`config.mk`:
```
export PLATFORM = sky130hd
export DESIGN_NAME = beta_trap_sequencer
export DESIGN_NICKNAME = d
export VERILOG_FILES = /design/src/rtl/beta_trap_pkg.sv /design/src/rtl/beta_irq_prio_encoder.sv /design/src/rtl/beta_trap_sequencer.sv
export SDC_FILE = /design/constraint.sdc
export NUM_CORES = 1
export LEC_CHECK = 0
export BUFFER_PORTS_ARGS = -buffer_cell sky130_fd_sc_hd__buf_4
export CORE_AREA = 2 2 161 163
export DETAILED_ROUTE_END_ITERATION = 10
export DIE_AREA = 0 0 163 165
export PLACE_DENSITY = 0.68
export SETUP_SLACK_MARGIN = 0.3
export SLEW_MARGIN = 20
export SYNTH_ARGS = -nofsm -noshare
export SYNTH_HDL_FRONTEND = slang
export SYNTH_HIERARCHICAL = 1
export SYNTH_SLANG_ARGS = --single-unit
```
`constraint.sdc`:
```
create_clock -name clk_i -period 2.3 [get_ports clk_i]
set_input_delay 0.23 -clock clk_i [delete_from_list [all_inputs] [get_ports clk_i]]
set_output_delay 0.23 -clock clk_i [all_outputs]
set_load 0.05 [all_outputs]
```
`src/rtl/beta_trap_pkg.sv`:
```
// Shared types and cause codes for the beta trap sequencer.
// Imported by beta_trap_sequencer and beta_irq_prio_encoder.
package beta_trap_pkg;

   typedef enum logic [1:0] {
      IDLE,
      FLUSH,
      COMMIT,
      REDIRECT
   } trap_fsm_e;

   typedef enum logic [1:0] {
      KIND_EXC,
      KIND_IRQ,
      KIND_MRET
   } trap_kind_e;

   localparam int unsigned MSW_INT        = 3;
   localparam int unsigned MTIM_INT       = 7;
   localparam int unsigned MEXT_INT       = 11;
   localparam int unsigned LOCAL_INT_BASE = 16;

   localparam logic [4:0] EXC_INSTR_MISALIGN = 5'd0;
   localparam logic [4:0] EXC_INSTR_ACCESS   = 5'd1;
   localparam logic [4:0] EXC_ILLEGAL_INSTR  = 5'd2;
   localparam logic [4:0] EXC_BREAKPOINT     = 5'd3;
   localparam logic [4:0] EXC_LOAD_MISALIGN  = 5'd4;
   localparam logic [4:0] EXC_LOAD_ACCESS    = 5'd5;
   localparam logic [4:0] EXC_STORE_MISALIGN = 5'd6;
   localparam logic [4:0] EXC_STORE_ACCESS   = 5'd7;
   localparam logic [4:0] EXC_ECALL_U        = 5'd8;
   localparam logic [4:0] EXC_ECALL_M        = 5'd11;

   // Cause code of local interrupt line idx.
   function automatic logic [4:0] local_cause(input int unsigned idx);
      return 5'(LOCAL_INT_BASE + idx);
   endfunction

endpackage

```
`src/rtl/beta_irq_prio_encoder.sv`:
```
// Combinational interrupt priority encoder: MEI > MSI > MTI > local lines
// (highest index first). Input is the already-masked pending vector.
module beta_irq_prio_encoder
   import beta_trap_pkg::*;
#(
   parameter int unsigned NumLocalIrq = 16
) (
   input  logic [LOCAL_INT_BASE+NumLocalIrq-1:0] pending_i,
   output logic                                  irq_valid_o,
   output logic [4:0]                            irq_cause_o
);

   // NOTE: every output gets a default first so no latch is inferred.
   always_comb begin
      irq_valid_o = 1'b0;
      irq_cause_o = '0;
      // Walk from lowest to highest priority; later hits override earlier ones.
      for (int i = 0; i < int'(NumLocalIrq); i++) begin
         if (pending_i[LOCAL_INT_BASE+i]) begin
            irq_valid_o = 1'b1;
            irq_cause_o = local_cause(i);
         end
      end
      if (pending_i[MTIM_INT]) begin
         irq_valid_o = 1'b1;
         irq_cause_o = 5'(MTIM_INT);
      end
      if (pending_i[MSW_INT]) begin
         irq_valid_o = 1'b1;
         irq_cause_o = 5'(MSW_INT);
      end
      if (pending_i[MEXT_INT]) begin
         irq_valid_o = 1'b1;
         irq_cause_o = 5'(MEXT_INT);
      end
   end

   logic unused_std_bits;
   assign unused_std_bits = ^{pending_i[15:12], pending_i[10:8], pending_i[6:4], pending_i[2:0]};

endmodule

```
`src/rtl/beta_trap_sequencer.sv`:
```
// Multi-cycle trap sequencer: pending-interrupt registers, event arbitration and the
// FLUSH -> COMMIT -> REDIRECT handshake. Define BETA_TRAP_VECTORED_EN for vectored mtvec.
module beta_trap_sequencer
   import beta_trap_pkg::*;
#(
   parameter int unsigned             DataWidth    = 32,
   parameter int unsigned             AddrWidth    = 32,
   parameter int unsigned             NumLocalIrq  = 16,
   parameter logic [NumLocalIrq-1:0]  LocalIrqEdge = '0
) (
   input  logic                                 clk_i,
   input  logic                                 rst_i,
   input  logic                                 priv_lvl_i,
   input  logic                                 exc_valid_i,
   input  logic [4:0]                           exc_cause_i,
   input  logic [DataWidth-1:0]                 exc_tval_i,
   input  logic [AddrWidth-1:0]                 exc_pc_i,
   input  logic                                 mret_i,
   input  logic                                 irq_allow_i,
   input  logic [AddrWidth-1:0]                 boundary_pc_i,
   input  logic                                 sw_irq_i,
   input  logic                                 tim_irq_i,
   input  logic                                 ext_irq_i,
   input  logic [NumLocalIrq-1:0]               local_irq_i,
   input  logic [NumLocalIrq-1:0]               irq_clear_i,
   input  logic                                 mstatus_mie_i,
   input  logic                                 mstatus_mpie_i,
   input  logic                                 mstatus_mpp_i,
   input  logic [LOCAL_INT_BASE+NumLocalIrq-1:0] mie_en_i,
   input  logic [AddrWidth-1:0]                 mtvec_i,
   input  logic [AddrWidth-1:0]                 mepc_i,
   input  logic                                 pipe_idle_i,
   output logic                                 flush_o,
   output logic                                 csr_we_o,
   output logic [DataWidth-1:0]                 mcause_o,
   output logic [AddrWidth-1:0]                 mepc_o,
   output logic [DataWidth-1:0]                 mtval_o,
   output logic [2:0]                           trap_state_o,
   output logic                                 priv_o,
   output logic [LOCAL_INT_BASE+NumLocalIrq-1:0] mip_o,
   output logic                                 redirect_valid_o,
   output logic [AddrWidth-1:0]                 redirect_pc_o,
   input  logic                                 redirect_ready_i,
   output logic                                 busy_o
);

   localparam int unsigned IrqW = LOCAL_INT_BASE + NumLocalIrq;

   trap_fsm_e             state_q;
   trap_kind_e            kind_q;
   logic [4:0]            cause_q;
   logic [DataWidth-1:0]  tval_q;
   logic [AddrWidth-1:0]  epc_q;
   logic [AddrWidth-1:0]  target_q;
   logic [2:0]            tstate_q;
   logic                  priv_q;

   logic [IrqW-1:0]        mip_q;
   logic [IrqW-1:0]        mip_d;
   logic [NumLocalIrq-1:0] local_q;
   logic                   commit_irq;

   // ---------------------------------------------------------------- pending bits
   assign commit_irq = (state_q == COMMIT) && (kind_q == KIND_IRQ);

   always_comb begin
      mip_d           = '0;
      mip_d[MSW_INT]  = sw_irq_i;
      mip_d[MTIM_INT] = tim_irq_i;
      mip_d[MEXT_INT] = ext_irq_i;
      for (int i = 0; i < int'(NumLocalIrq); i++) begin
         if (LocalIrqEdge[i]) begin
            // A fresh rising edge wins over a clear landing in the same cycle.
            mip_d[LOCAL_INT_BASE+i] = (local_irq_i[i] & ~local_q[i])
                                    | (mip_q[LOCAL_INT_BASE+i] & ~irq_clear_i[i]
                                       & ~(commit_irq && (cause_q == local_cause(i))));
         end else begin
            mip_d[LOCAL_INT_BASE+i] = local_irq_i[i];
         end
      end
   end

   // NOTE: sequential state is written with non-blocking assignments only.
   always_ff @(posedge clk_i) begin
      if (rst_i) begin
         mip_q   <= '0;
         local_q <= '0;
      end else begin
         mip_q   <= mip_d;
         local_q <= local_irq_i;
      end
   end

   assign mip_o = mip_q;

   // ---------------------------------------------------------------- arbitration
   logic [IrqW-1:0] irq_masked;
   logic            irq_valid;
   logic [4:0]      irq_cause;
   logic            irq_take;
   logic            event_go;

   assign irq_masked = mip_q & mie_en_i;

   beta_irq_prio_encoder #(
      .NumLocalIrq (NumLocalIrq)
   ) u_prio (
      .pending_i   (irq_masked),
      .irq_valid_o (irq_valid),
      .irq_cause_o (irq_cause)
   );

   assign irq_take = mstatus_mie_i & irq_allow_i & irq_valid;
   assign event_go = mret_i | exc_valid_i | irq_take;

   logic [AddrWidth-1:0] trap_base;
   logic [AddrWidth-1:0] irq_target;

   assign trap_base = {mtvec_i[AddrWidth-1:2], 2'b00};

`ifdef BETA_TRAP_VECTORED_EN
   assign irq_target = (mtvec_i[1:0] == 2'b01)
                     ? trap_base + (AddrWidth'(irq_cause) << 2)
                     : trap_base;
`else
   logic unused_mtvec_mode;
   assign unused_mtvec_mode = ^mtvec_i[1:0];
   assign irq_target        = trap_base;
`endif

   // MRET leaves mcause untouched, so it presents zero on the CSR bus.
   logic [DataWidth-1:0] mcause_d;

   always_comb begin
      mcause_d                = DataWidth'(cause_q);
      mcause_d[DataWidth-1]   = (kind_q == KIND_IRQ);
      if (kind_q == KIND_MRET) begin
         mcause_d = '0;
      end
   end

   // ---------------------------------------------------------------- sequencer
   always_ff @(posedge clk_i) begin
      if (rst_i) begin
         state_q          <= IDLE;
         kind_q           <= KIND_EXC;
         cause_q          <= '0;
         tval_q           <= '0;
         epc_q            <= '0;
         target_q         <= '0;
         tstate_q         <= '0;
         priv_q           <= 1'b0;
         flush_o          <= 1'b0;
         csr_we_o         <= 1'b0;
         redirect_valid_o <= 1'b0;
         redirect_pc_o    <= '0;
         mcause_o         <= '0;
         mepc_o           <= '0;
         mtval_o          <= '0;
         trap_state_o     <= '0;
         priv_o           <= 1'b0;
      end else begin
         flush_o          <= 1'b0;
         csr_we_o         <= 1'b0;
         redirect_valid_o <= 1'b0;

         case (state_q)
            IDLE: begin
               if (event_go) begin
                  state_q <= FLUSH;
                  flush_o <= 1'b1;
                  if (mret_i) begin
                     kind_q   <= KIND_MRET;
                     cause_q  <= '0;
                     tval_q   <= '0;
                     epc_q    <= mepc_i;
                     target_q <= mepc_i;
                     tstate_q <= {mstatus_mpie_i, 1'b1, 1'b0};
                     priv_q   <= mstatus_mpp_i;
                  end else if (exc_valid_i) begin
                     kind_q   <= KIND_EXC;
                     cause_q  <= exc_cause_i;
                     tval_q   <= exc_tval_i;
                     epc_q    <= exc_pc_i;
                     target_q <= trap_base;
                     tstate_q <= {1'b0, mstatus_mie_i, priv_lvl_i};
                     priv_q   <= 1'b1;
                  end else begin
                     kind_q   <= KIND_IRQ;
                     cause_q  <= irq_cause;
                     tval_q   <= '0;
                     epc_q    <= boundary_pc_i;
                     target_q <= irq_target;
                     tstate_q <= {1'b0, mstatus_mie_i, priv_lvl_i};
                     priv_q   <= 1'b1;
                  end
               end
            end

            FLUSH: begin
               if (pipe_idle_i) begin
                  state_q      <= COMMIT;
                  csr_we_o     <= 1'b1;
                  mcause_o     <= mcause_d;
                  mepc_o       <= epc_q;
                  mtval_o      <= tval_q;
                  trap_state_o <= tstate_q;
                  priv_o       <= priv_q;
               end else begin
                  flush_o <= 1'b1;
               end
            end

            COMMIT: begin
               state_q          <= REDIRECT;
               redirect_valid_o <= 1'b1;
               redirect_pc_o    <= target_q;
            end

            REDIRECT: begin
               if (redirect_ready_i) begin
                  state_q       <= IDLE;
                  redirect_pc_o <= '0;
                  mcause_o      <= '0;
                  mepc_o        <= '0;
                  mtval_o       <= '0;
                  trap_state_o  <= '0;
                  priv_o        <= 1'b0;
               end else begin
                  redirect_valid_o <= 1'b1;
               end
            end

            default: state_q <= IDLE;
         endcase
      end
   end

   assign busy_o = (state_q != IDLE);

endmodule

```
Yosys cells after proc, flatten, opt, wreduce, memory -nomap -nowiden
Cells that the tools add are included.
{"block": "op_classes", "n_eq_ne": 8, "n_mux": 74, "n_bitwise": 6, "n_reduce_logical": 9}
{"operator": "$mux W32", "count": 10}
{"operator": "$pmux W32 S2", "count": 4}
{"operator": "$mux W5", "count": 21}
{"operator": "$and A32 B32 Y32", "count": 1}
{"operator": "$mux W1", "count": 27}
{"operator": "$mux W3", "count": 3}
{"operator": "$mux W2", "count": 4}
{"operator": "$pmux W2 S4", "count": 1}
{"operator": "$eq A2 B2 Y1 const B", "count": 3}
{"operator": "$ne A2 B2 Y1 const B", "count": 3}
{"operator": "$pmux W1 S2", "count": 3}
{"operator": "$pmux W3 S2", "count": 1}
{"operator": "$reduce_and A3 Y1", "count": 2}
{"operator": "$reduce_bool A2 Y1", "count": 3}
{"operator": "$eq A2 B1 Y1 const B", "count": 2}
{"operator": "$reduce_and A2 Y1", "count": 2}
{"operator": "$and A1 B1 Y1", "count": 2}
{"operator": "$logic_not A2 Y1", "count": 1}
{"operator": "$or A1 B1 Y1", "count": 2}
{"operator": "$reduce_or A2 Y1", "count": 1}
{"operator": "$not A1 Y1", "count": 1}
{"block": "totals", "regBits": 276, "output_inout_bits": 168, "wordCells": 116}

Depth between registers and ports, before layout
Gate-level depths: netlist (run 1).
{"block": "depth", "ltp_word": 24, "ltp_mapped": 11, "depth_no_buf": 9}

By module
The synthesis (run 1) kept the hierarchy.
{"mod": "beta_trap_sequencer", "n_inst": 1, "cells_per_inst": 1153, "area_each_um2": 9711.8, "seq_area_each_um2": 4744.6}
{"mod": "beta_irq_prio_encoder", "n_inst": 1, "cells_per_inst": 35, "area_each_um2": 205.2, "seq_area_each_um2": 0.0}

Worst setup path after synthesis (run 1)
Ideal clock, no wire load.
{"block": "synth_path", "path_type": "flip-flop to flip-flop", "startpoint": "reg mip_q[28], in the netlist mip_o[28]", "endpoint": "reg epc_q[22]", "t_arrival_ns": 2.208, "t_required_ns": 2.230, "slack_ns": 0.021, "path_stages_with_launch": 12, "period_less_slack_ns": 2.279, "cell_sequence": "dfxtp_1 -> and2_1 -> nor4_2 -> nand2_1 -> nor3_2 -> nand2b_1 -> nand3_1 -> a21o_1 -> buf_2 -> buf_2 -> nand2_1 -> a21oi_1"}
{"block": "synth_between", "elab_chain_cells": 11}
{"element": "from (decl)", "line_no": "beta_trap_sequencer.sv:58", "text": "logic [IrqW-1:0] mip_q;"}
{"element": "from (signal assigned)", "line_no": "beta_trap_sequencer.sv:89", "text": "mip_q <= mip_d;"}
{"element": "$and A32 B32 Y32", "line_no": "beta_trap_sequencer.sv:103", "text": "assign irq_masked = mip_q & mie_en_i;"}
{"element": "net irq_masked[28]", "line_no": "beta_trap_sequencer.sv:97", "text": "logic [IrqW-1:0] irq_masked;"}
{"element": "$mux W1 (4 in series)", "line_no": "beta_irq_prio_encoder.sv:19", "text": "if (pending_i[LOCAL_INT_BASE+i]) begin"}
{"element": "$mux W1", "line_no": "beta_irq_prio_encoder.sv:24", "text": "if (pending_i[MTIM_INT]) begin"}
{"element": "$mux W1", "line_no": "beta_irq_prio_encoder.sv:28", "text": "if (pending_i[MSW_INT]) begin"}
{"element": "$mux W1", "line_no": "beta_irq_prio_encoder.sv:32", "text": "if (pending_i[MEXT_INT]) begin"}
{"element": "net irq_valid", "line_no": "beta_trap_sequencer.sv:98", "text": "logic irq_valid;"}
{"element": "$and A1 B1 Y1", "line_no": "beta_trap_sequencer.sv:113", "text": "assign irq_take = mstatus_mie_i & irq_allow_i & irq_valid;"}
{"element": "$or A1 B1 Y1", "line_no": "beta_trap_sequencer.sv:114", "text": "assign event_go = mret_i | exc_valid_i | irq_take;"}
{"element": "$reduce_and A2 Y1 (no line)"}
{"element": "to (signal assigned)", "line_no": "beta_trap_sequencer.sv:176", "text": "epc_q <= mepc_i;"}
{"element": "to (signal assigned)", "line_no": "beta_trap_sequencer.sv:184", "text": "epc_q <= exc_pc_i;"}
{"element": "to (signal assigned)", "line_no": "beta_trap_sequencer.sv:192", "text": "epc_q <= boundary_pc_i;"}
{"element": "to (decl)", "line_no": "beta_trap_sequencer.sv:53", "text": "logic [AddrWidth-1:0] epc_q;"}
The timed path passes the listed nets, and every way through them passes these cells.
A chain may end at the register's enable or synchronous reset.

Final worst setup path (run 1)
{"block": "layout_path", "startpoint": "reg mip_q[27], in the netlist mip_o[27]", "endpoint": "reg cause_q[0]"}
{"block": "layout_between", "elab_chain_cells": 12, "word_cells_on_any_way": 22, "cone_classes": "mux: 18; bitwise: 3; reduce/logical: 1"}
{"element": "$and A32 B32 Y32", "line_no": "beta_trap_sequencer.sv:103"}
{"element": "net irq_masked[27]", "line_no": "beta_trap_sequencer.sv:97"}
{"element": "$mux W1 (5 in series)", "line_no": "beta_irq_prio_encoder.sv:19"}
{"element": "$mux W1", "line_no": "beta_irq_prio_encoder.sv:24"}
{"element": "$mux W1", "line_no": "beta_irq_prio_encoder.sv:28"}
{"element": "$mux W1", "line_no": "beta_irq_prio_encoder.sv:32"}
{"element": "net irq_valid", "line_no": "beta_trap_sequencer.sv:98"}
{"element": "$and A1 B1 Y1", "line_no": "beta_trap_sequencer.sv:113"}
{"element": "$or A1 B1 Y1", "line_no": "beta_trap_sequencer.sv:114"}
{"element": "$reduce_and A2 Y1 (no line)"}
{"element": "to (signal assigned)", "line_no": "beta_trap_sequencer.sv:182", "text": "cause_q <= exc_cause_i;"}
{"element": "to (signal assigned)", "line_no": "beta_trap_sequencer.sv:190", "text": "cause_q <= irq_cause;"}
{"element": "to (decl)", "line_no": "beta_trap_sequencer.sv:51", "text": "logic [4:0] cause_q;"}
The timed path passes the listed nets, and every way through them passes these cells.

==> results of run 1 <==
-- what timing repair did --
action	in CTS	in global routing
buffers inserted	0	3
gates resized for setup	5	42
pin swaps	0	1
hold buffers	106	0
setup endpoints to repair	142	185
hold endpoints to repair	86	0
cloned	0	4
-- registers in the layout, indices dropped and copies added (netlist names), 2 cells and up --
name,flops
epc_q,32
mepc_o,32
mtval_o,32
redirect_pc_o,32
target_q,32
tval_q,32
mip_o,19
mcause_o,6
cause_q,5
trap_state_o,3
tstate_q,3
kind_q,2
state_q,2
-- how the worst max path moves through the flow --
stage	end	slack [ns]	depth (start not counted)
after floorplan	priv_q$_SDFFE_PP0P_	0.30	11
after detailed placement	target_q[12]$_SDFFE_PP0P_	0.11	9
final	cause_q[0]$_SDFFE_PP0P_	0.15	11
after global placement	cause_q[0]$_SDFFE_PP0P_	0.17	11
after CTS	target_q[12]$_SDFFE_PP0P_	0.20	9
after global routing	epc_q[25]$_SDFFE_PP0P_	0.03	11
-- power groups by stage --
stage / sequential [uW] / clock [uW] / combinational, uW
floorplan: 5850 / 0 / 3050
global placement: 5180 / 0 / 5500
detailed placement: 5210 / 0 / 5550
CTS: 5120 / 4770 / 5710
global route: 5220 / 4950 / 6690
finish: 5140 / 4680 / 6210
-- per-layer routing --
metal  wire length (um)  vias to the layer above  global-route usage, %
li1                   -                     4772                      -
met1              13200                     4427                   26.4
met2              15000                      335                   37.7
met3               1970                       84                   4.42
met4               1370                        0                   8.65
met5                  0                        -                      0
-- logic make-up (layout without fill, tap and decap cells) --
| group | Yosys count | in the layout | share of synthesized area [%] |
|---|---|---|---|
| and+or+nand+nor | 501 | 501 | 24.8 |
| DFF | 237 | 237 | 47.8 |
| buffers and inverters | 146 | 533 | 7.43 |
| AOI/OAI and AO/OA | 260 | 260 | 15.4 |
| muxes | 38 | 38 | 3.84 |
| adders and majority gates | 5 | 5 | 0.631 |
| other | 1 | 39 | 0.0378 |
-- synth_stat cells (2+ instances only) --
| cell type | number | area [um^2] |
|---|---|---|
| sky130_fd_sc_hd__a211oi_1 | 2 | 15.0 |
| sky130_fd_sc_hd__a21oi_1 | 153 | 766 |
| sky130_fd_sc_hd__a22oi_1 | 32 | 240 |
| sky130_fd_sc_hd__a311oi_1 | 32 | 280 |
| sky130_fd_sc_hd__and2_1 | 19 | 119 |
| sky130_fd_sc_hd__buf_1 | 2 | 7.51 |
| sky130_fd_sc_hd__buf_2 | 28 | 140 |
| sky130_fd_sc_hd__buf_4 | 39 | 293 |
| sky130_fd_sc_hd__clkbuf_1 | 67 | 251 |
| sky130_fd_sc_hd__dfxtp_1 | 237 | 4740 |
| sky130_fd_sc_hd__ha_1 | 5 | 62.6 |
| sky130_fd_sc_hd__inv_1 | 9 | 33.8 |
| sky130_fd_sc_hd__mux2i_1 | 38 | 380 |
| sky130_fd_sc_hd__nand2_1 | 217 | 815 |
| sky130_fd_sc_hd__nand2b_1 | 31 | 194 |
| sky130_fd_sc_hd__nand3_1 | 41 | 205 |
| sky130_fd_sc_hd__nand3b_1 | 70 | 526 |
| sky130_fd_sc_hd__nor2_1 | 82 | 308 |
| sky130_fd_sc_hd__nor2b_1 | 23 | 144 |
| sky130_fd_sc_hd__nor3_1 | 4 | 20.0 |
| sky130_fd_sc_hd__nor4_2 | 2 | 25.0 |
| sky130_fd_sc_hd__o21ai_0 | 34 | 170 |
| sky130_fd_sc_hd__o31ai_1 | 2 | 15.0 |
| sky130_fd_sc_hd__or3_1 | 6 | 37.5 |
-- metrics by stage --
step | power (uW) | util [%] | worst slack [ns] | cell area, um^2 | hold WS (ns)
2_1_floorplan | 8900 | - | 0.301 | 10100 | 0.357
3_3_place_gp | 10700 | 50.8 | 0.167 | 12700 | 0.438
3_5_place_dp | 10800 | 50.8 | 0.110 | 12700 | 0.443
4_1_cts | 15600 | 59.1 | 0.199 | 14800 | 0.00331
5_1_grt | 16900 | 60.2 | 0.0317 | 15100 | 0.0283
6_report | 16000 | 60.2 | 0.149 | 15100 | 0.0262
-- critical path, delay by kind of cell (launching register included) --
family	cells	cell delay, ns
AOI/OAI and AO/OA	2	0.22
buffers and inverters	2	0.29
and+or+nand+nor	7	1.15
DFF	1	0.34
-- cell type report --
class                           instances  area (um^2)
Tap cell                              330          413
Sequential cell                       237         4780
Multi-Input combinational cell        843         4790
Clock buffer                           34          785
Clock inverter                         13          204
Fill cell                            2173         9970
Inverter                                9         33.8
Timing Repair Buffer                  477         4060
==> results.md, run 1 <==
Run status:
- The run finished with clean final reports.

Yosys:
- The share of flip-flops with an asynchronous set or reset is 0%.
- The post-synthesis sequential element count is 237.
- In the synthesized netlist, the number of instances is 1188.
- A synthesized cell averages 8.35 um^2.
- The most common flop cell mapped by yosys is sky130_fd_sc_hd__dfxtp_1.
- After synthesis, flip-flops and latches occupy 47.8% of the total area.
- The synthesis warning total is 6.
- After synthesis the cells add up to 9920 um^2.
- In this run, distinct cell masters in the synthesized netlist total 37.
- The number of synthesized flops with an enable pin is 0.

Floorplan:
- The width of the die is 163 um.
- The die covers 26900 um^2.
- The standard-cell row count is 58.
- In this run the vertical extent of the chip is 165 um.
- The initial utilization of the core area, before any placement, comes to 39.6%.
- The standard cell core area is 25000 um^2.
- The top-level port count is 411.

Clock network:
- The total CTS buffers is 26.
- The clock latency on the worst-skew pair is 0.52 ns.
- In this run the number of H-tree levels came out at 1.
- The root buffer selected by CTS is sky130_fd_sc_hd__clkbuf_16.
- TritonCTS built the clock tree.
- The clock net in this run drives a total of 237 sinks.
- The clock input transition at the sequential cells of the worst setup and hold paths is 0.06 ns.
- Counting along the longest clock path gives a buffer depth of 3.

Setup path:
- The worst register-to-register path ends at cause_q[0]$_SDFFE_PP0P_.
- Of all nets on the critical path, the largest fanout is 28.
- The start point of the critical path is mip_o[27]$_SDFF_PP0_.
- The arrival time reported for the critical path endpoint is 2.54 ns.
- The worst setup path is launched from a flip-flop.
- The worst setup path is captured at a flip-flop.
- The critical path is of the flip-flop to flip-flop type.
- The required time at the worst-slack endpoint is 2.69 ns.
- In this run the register-to-register setup slack is 0.15 ns.
- The signal on the critical path passes through and2_4 -> nor4_4 -> nand2_2 -> nor3_4 -> nand2b_4 -> nand3_4 -> buf_4 -> a21o_4 -> buf_12 -> or3_1 -> a21oi_1.
- The slowest stage of the critical path belongs to the cell sky130_fd_sc_hd__dfxtp_4.
- Counting cells, the worst reg-to-reg path comes to 11.
- The worst register-to-register path begins at mip_o[27]$_SDFF_PP0_.
- On the worst path, the slowest cell contributes a delay of 0.34 ns.

STA:
- The final-report hold violation count was 0.
- In this run the tightest slew margin relative to its limit is 64.1%.
- For this run, the top clock speed supported by timing is 465 MHz.
- For the pin with the worst max-slew slack, the measured transition is 0.537 ns.
- Setup repair after global routing could not meet its margin everywhere.
- The clock arrives with 0.00558 ns of skew.
- After layout, the minimum clock period comes to 2.15 ns.
- The number of setup violations in the final report is 0.
- The max-slew violation count came to 0.
- After routing, the total negative slack on setup checks comes to 0 ns.
- The share of the cycle needed by the critical path after routing is 93.5%.

Power and ir drop:
- The switching share of power is 37.8%.
- The leakage dissipation is 0.00629 uW.
- Summed over all nets, the switching power comes to 6070 uW.
- Power spread over the standard cell area amounts to 1060 nW/um^2.
- The combinational group share of total power is 38.7%.
- Internal power comes to 9970 uW.
- The peak ir drop on the vdd network is 0.685 mV.
- In this run, flip-flops and latches consume 32.1% of the power.
- The clock group share of total power is 29.2%.

Layout:
- Of the cells placed in the final design, the portion with a size suffix greater than 1 is 30.1%.
- Leaving out filler cells and counting taps, the final layout contains 1943.
- In the final design database the tool counted 1842 nets.
- Compared with the post-synthesis result, the final layout area differs by 51.9%.
- The number of inserted diodes is 0.
- The most common cell after layout, fill and taps aside is sky130_fd_sc_hd__buf_4.
- The top cell types in the final layout, fill and taps aside, are sky130_fd_sc_hd__buf_4, sky130_fd_sc_hd__dfxtp_1, sky130_fd_sc_hd__nand2_1.

Route:
- The wire length after detailed routing is 31500 um.
- The violation count after the first detailed-routing iteration is 731.
- The post-detailed-route wirelength per cell is 16.2 um.
- The pre-antenna-repair detailed-routing pass consisted of 6 iterations.
- In the routed layout, each cell is associated on average with a via count of 4.95.
- The number of design rule violations left after detail routing is 0.
- The count of antenna-violating nets left after detailed routing is 0.
- Across all layers, the routed design uses 9618 vias.

Global routing:
- Entering global routing, the biggest net connects 74 pins.
- The number of global-route vias before repair is 9238.
- The global-route wire length before repair is 47200 um.
- The number of antenna violations at the first check in global routing was 0.
- The overall routing resource usage is 21.7%.
- The total congestion overflow is 0.

Hold path:
- The startpoint of the most critical hold path is mepc_i[3].
- The worst hold path belongs to the class primary input to flip-flop.
- The path with the worst hold slack has its endpoint at target_q[3]$_SDFFE_PP0P_.
- The number of instances on the worst hold path is 3.

Place:
- Input and output buffers added on the ports amount to 340.
- The weighted congestion at the end of routability-driven global placement is 0.795.
- Including well taps, the total number of placed cells is 1783.
- Detailed placement ended at an HPWL of 20200 um.

Run:
- The max-capacitance violation count is 0.
No activity file was read; power rests on OpenSTA's default activity.
==> inputs of run 2 (changes only) <==
--- a/config.mk
+++ b/config.mk
@@ -5,13 +5,13 @@
 export SDC_FILE = /design/constraint.sdc
 export NUM_CORES = 1
 export LEC_CHECK = 0
+export ABC_AREA = 1
 export BUFFER_PORTS_ARGS = -buffer_cell sky130_fd_sc_hd__buf_4
-export CORE_AREA = 2 2 161 163
+export CORE_AREA = 2 2 158 160
 export DETAILED_ROUTE_END_ITERATION = 10
-export DIE_AREA = 0 0 163 165
-export PLACE_DENSITY = 0.68
+export DIE_AREA = 0 0 160 162
+export PLACE_DENSITY = 0.76
 export SETUP_SLACK_MARGIN = 0.3
-export SLEW_MARGIN = 20
 export SYNTH_ARGS = -nofsm -noshare
 export SYNTH_HDL_FRONTEND = slang
 export SYNTH_HIERARCHICAL = 1
==> results.md, run 2 <==
Layout:
- The number of nets at the end of the flow was 2335 (+27%).
- The area taken by flip-flops and latches was 4760 um^2 (-0.47%).
- From synthesis to final layout, the design area changed by 43.7%.
- Leaving out fill and tap cells, the most frequent cells in the layout are sky130_fd_sc_hd__nand2_1, sky130_fd_sc_hd__buf_4, sky130_fd_sc_hd__nor2_1.
- The count of fill cells added during filler insertion is 2041 (-6.1%).
- The area occupied by multi-input gates is 5920 um^2 (+23%).
- The share of the core filled with cells was 67.2% (+7.1 points).
- The share of post-route cells with drive strength above 1 came to 28.5% (-1.6 points).
- The most common cell after layout, fill and taps aside is sky130_fd_sc_hd__nand2_1.
- The count of non-filler cells in the finished layout is 2431 (+25%).
- The post-route standard cell area excluding fillers came to 16200 um^2 (+7.6%).

STA:
- The number of setup violations in the final report is 0 (unchanged).
- The final-report hold violation count came to 0 (unchanged).
- The maximum clock rate was 436 MHz (-6.2%).
- The final critical delay including setup and external delays is 2.29 ns (+0.141 ns).
- The relative slew slack is 26.8% (-37 points).
- The share of the cycle needed by the critical path after routing is 99.6% (+6.1 points).
- The max-slew violation count is 0 (unchanged).
- The clock skew was 0.0107 ns (+0.00516 ns).
- Setup repair after global routing could not meet its margin everywhere.
- The actual slew at the worst max-slew pin is 1.10 ns (+0.560 ns).
- The setup TNS is 0 ns (unchanged).

Clock network:
- The clock input transition at the sequential cells of the worst setup and hold paths is 0.06 ns (about the same).
- The clock sink count is 237 (unchanged).
- The clock tree from TritonCTS is yes.
- The clock latency on the worst-skew pair came to 0.52 ns (about the same).
- The number of H-tree branching levels is 1 (unchanged).
- The total CTS buffers is 26 (unchanged).
- The root buffer selected by CTS is sky130_fd_sc_hd__clkbuf_16.
- The maximum buffer depth of the clock tree is 3 (unchanged).

Yosys:
- The per-instance average area after synthesis was 6.47 um^2 (-23%).
- The most frequent cell after synthesis is sky130_fd_sc_hd__nand2_1.
- The part of the Yosys area used for sequential elements was 42.1% (-5.8 points).
- The most common flop cell mapped by yosys is sky130_fd_sc_hd__dfxtp_1.
- The synthesis warning total came to 6 (unchanged).
- By area the synthesized netlist is led by sky130_fd_sc_hd__dfxtp_1, sky130_fd_sc_hd__nand2_1, sky130_fd_sc_hd__nor2_1.
- The post-synthesis sequential element count is 237 (unchanged).
- The count of unique library cells instantiated by Yosys was 24 (-35%).
- The number of synthesized flops with an enable pin is 0 (unchanged).
- The post-synthesis instance area was 11300 um^2 (+14%).
- The cell count after synthesis came to 1744 (+47%).
- The share of flip-flops with an asynchronous set or reset came to 0% (unchanged).
- The commonest cells after synthesis are sky130_fd_sc_hd__nand2_1, sky130_fd_sc_hd__nor2_1, sky130_fd_sc_hd__dfxtp_1.
- The leading area contributor after synthesis is sky130_fd_sc_hd__dfxtp_1.
- The fraction of synthesized cell area taken by the top area cell type came to 42.1% (-5.8 points).

Setup path:
- In this run the critical register-to-register path is captured at target_q[25]$_SDFFE_PP0P_.
- The register-to-register path setup slack is 0.008 ns (-0.14 ns).
- The required time at the worst-slack endpoint is 2.75 ns (+0.06 ns).
- The critical path starts at mip_o[28]$_SDFF_PP0_.
- STA classifies the critical path startpoint as a flip-flop.
- The count of cells along the worst register-to-register path came to 15 (+4).
- The largest fanout on the critical path was 13 (-54%).
- The startpoint identified for the worst register-to-register timing path is mip_o[28]$_SDFF_PP0_.
- The worst setup path is captured at a flip-flop.
- The last element of the critical path is target_q[25]$_SDFFE_PP0P_.
- The arrival time reported for the critical path endpoint is 2.75 ns (+0.21 ns).
- The kind of critical path is flip-flop to flip-flop.

Hold path:
- The startpoint of the most critical hold path is exc_cause_i[3].
- The classification of the worst-slack hold path is primary input to flip-flop.

Run status:
- The run finished with clean final reports.

Run:
- The max-capacitance violation count is 0 (unchanged).

Place:
- The placed standard-cell area is 13900 um^2 (+9.1%).
- The estimated wirelength of the detail-placed design is 24400 um (+21%).
- The weighted congestion at the end of routability-driven global placement is 0.953 (+20%).
- The number of placed instances with taps included is 2319 (+30%).
- The count of port buffers added during placement came to 340 (unchanged).

Power and ir drop:
- The leakage dissipation is 0.00804 uW (+28%).
- The total power density per cell area is 1300 nW/um^2 (+22%).
- The post-route total power is 21000 uW (+31%).
- The peak ir drop on the vdd network is 0.842 mV (+23%).

Global routing:
- The overall routing resource usage came to 26.5% (+4.8 points).
- The total congestion overflow is 0 (unchanged).
- The global-route wire length before repair is 55900 um (+18%).
- The number of global-route vias before repair came to 10800 (+17%).
- The pin count of the biggest net entering global routing is 130 (+76%).
- The number of antenna violations at the first check in global routing is 1 (+1).

Route:
- The post-detailed-route wirelength per cell is 16.1 um (-0.44%).
- The wire length after detailed routing came to 39300 um (+25%).
- The total via count after detailed routing is 12200 (+27%).
- The violation count after the first detailed-routing iteration was 1056 (+44%).
- The number of iterations in the first detailed-routing pass was 5 (-1).
- The number of design rule violations left after detail routing is 0 (unchanged).
- The per-cell via count in the routed design came to 5.03 (+1.6%).
- The count of antenna-violating nets left after detailed routing is 0 (unchanged).

Floorplan:
- The die outline area is 25900 um^2 (-3.6%).
- The initial standard-cell utilization of the core is 46.8% (+7.2 points).
- The standard cell core area is 24100 um^2 (-3.7%).
- The top-level port count is 411 (unchanged).
- The width of the die is 160 um (-1.8%).
- The standard-cell row count is 57 (-1.7%).
- The y dimension of the die is 162 um (-1.8%).
==> run 2: cell type report <==
cell class,instances,area share (%)
repair buffers,429,22.9
multi-input cells,1243,36.5
clock inverters,7,0.525
well taps,324,2.50
diodes,1,0.0154
clock buffers,40,4.65
inverters,150,3.49
flip-flops and latches,237,29.4
==> run 2: critical path: stages (launching register included) <==
cell and delay (ns):
sky130_fd_sc_hd__dfxtp_4 0.34, sky130_fd_sc_hd__nand2_2 0.06, sky130_fd_sc_hd__inv_2 0.05, sky130_fd_sc_hd__nor2_4 0.11, sky130_fd_sc_hd__inv_2 0.06, sky130_fd_sc_hd__nor4_4 0.25, sky130_fd_sc_hd__nand2_2 0.10, sky130_fd_sc_hd__nor4_4 0.22
sky130_fd_sc_hd__nand2_2 0.15, sky130_fd_sc_hd__nand3_4 0.16, sky130_fd_sc_hd__buf_12 0.12, sky130_fd_sc_hd__nand2_8 0.09, sky130_fd_sc_hd__clkbuf_16 0.23, sky130_fd_sc_hd__nand3_1 0.10, sky130_fd_sc_hd__nand2_1 0.06, sky130_fd_sc_hd__nor2_1 0.10
==> run 2: metal layers <==
layer | up-vias | share of wire [%] | global-route usage (%)
met1 | 5653 | 39 | 32.1
met5 | - | 0 | 0
met2 | 511 | 48 | 45.9
li1 | 5962 | - | -
met4 | 0 | 4.8 | 11.3
met3 | 95 | 7.8 | 5.36
==> run 2: cells by family after synthesis <==
family | after synthesis | share of synthesized area (%)
buffers and inverters | 305 | 12.7
other | 1 | 0.0332
AND/OR/NAND/NOR | 1050 | 38.2
flip-flops | 237 | 42.1
AO/OA/AOI/OAI | 146 | 6.50
adder cells (fa/ha/maj) | 5 | 0.555
==> run 2: worst min-delay path by stage <==
stage                                          to  depth (start not counted)
after global placement       mip_o[26]$_SDFF_PP0_                          3
final                     cause_q[3]$_SDFFE_PP0P_                          5
after global routing       epc_q[10]$_SDFFE_PP0P_                          5
after floorplan              mip_o[28]$_SDFF_PP0_                          2
after CTS                   epc_q[0]$_SDFFE_PP0P_                          5
after detailed placement     mip_o[22]$_SDFF_PP0_                          3
==> run 2: stage by stage <==
stage | worst slack [ns] | hold WS (ns)
after floorplan | 0.321 | 0.327
after global placement | 0.00748 | 0.429
after detailed placement | -0.0174 | 0.436
after CTS | 0.152 | 0.0106
after global routing | -0.112 | 0.0369
final | 0.00808 | 0.0141
==> run 2: power breakdown <==
group / switching [uW] / leakage [uW] / internal [uW]
registers: 661 / 0.00195 / 5360
clock network: 1670 / 0.000414 / 2470
logic: 6970 / 0.00568 / 3870
==> run 2: repair_timing <==
action                     in CTS  in global routing
hold endpoints to repair       22                  0
gates resized for setup        31                136
buffers inserted               12                 14
hold buffers                   22                  0
gates cloned                    3                 13
pin swaps                      13                 41
setup endpoints to repair     110                173
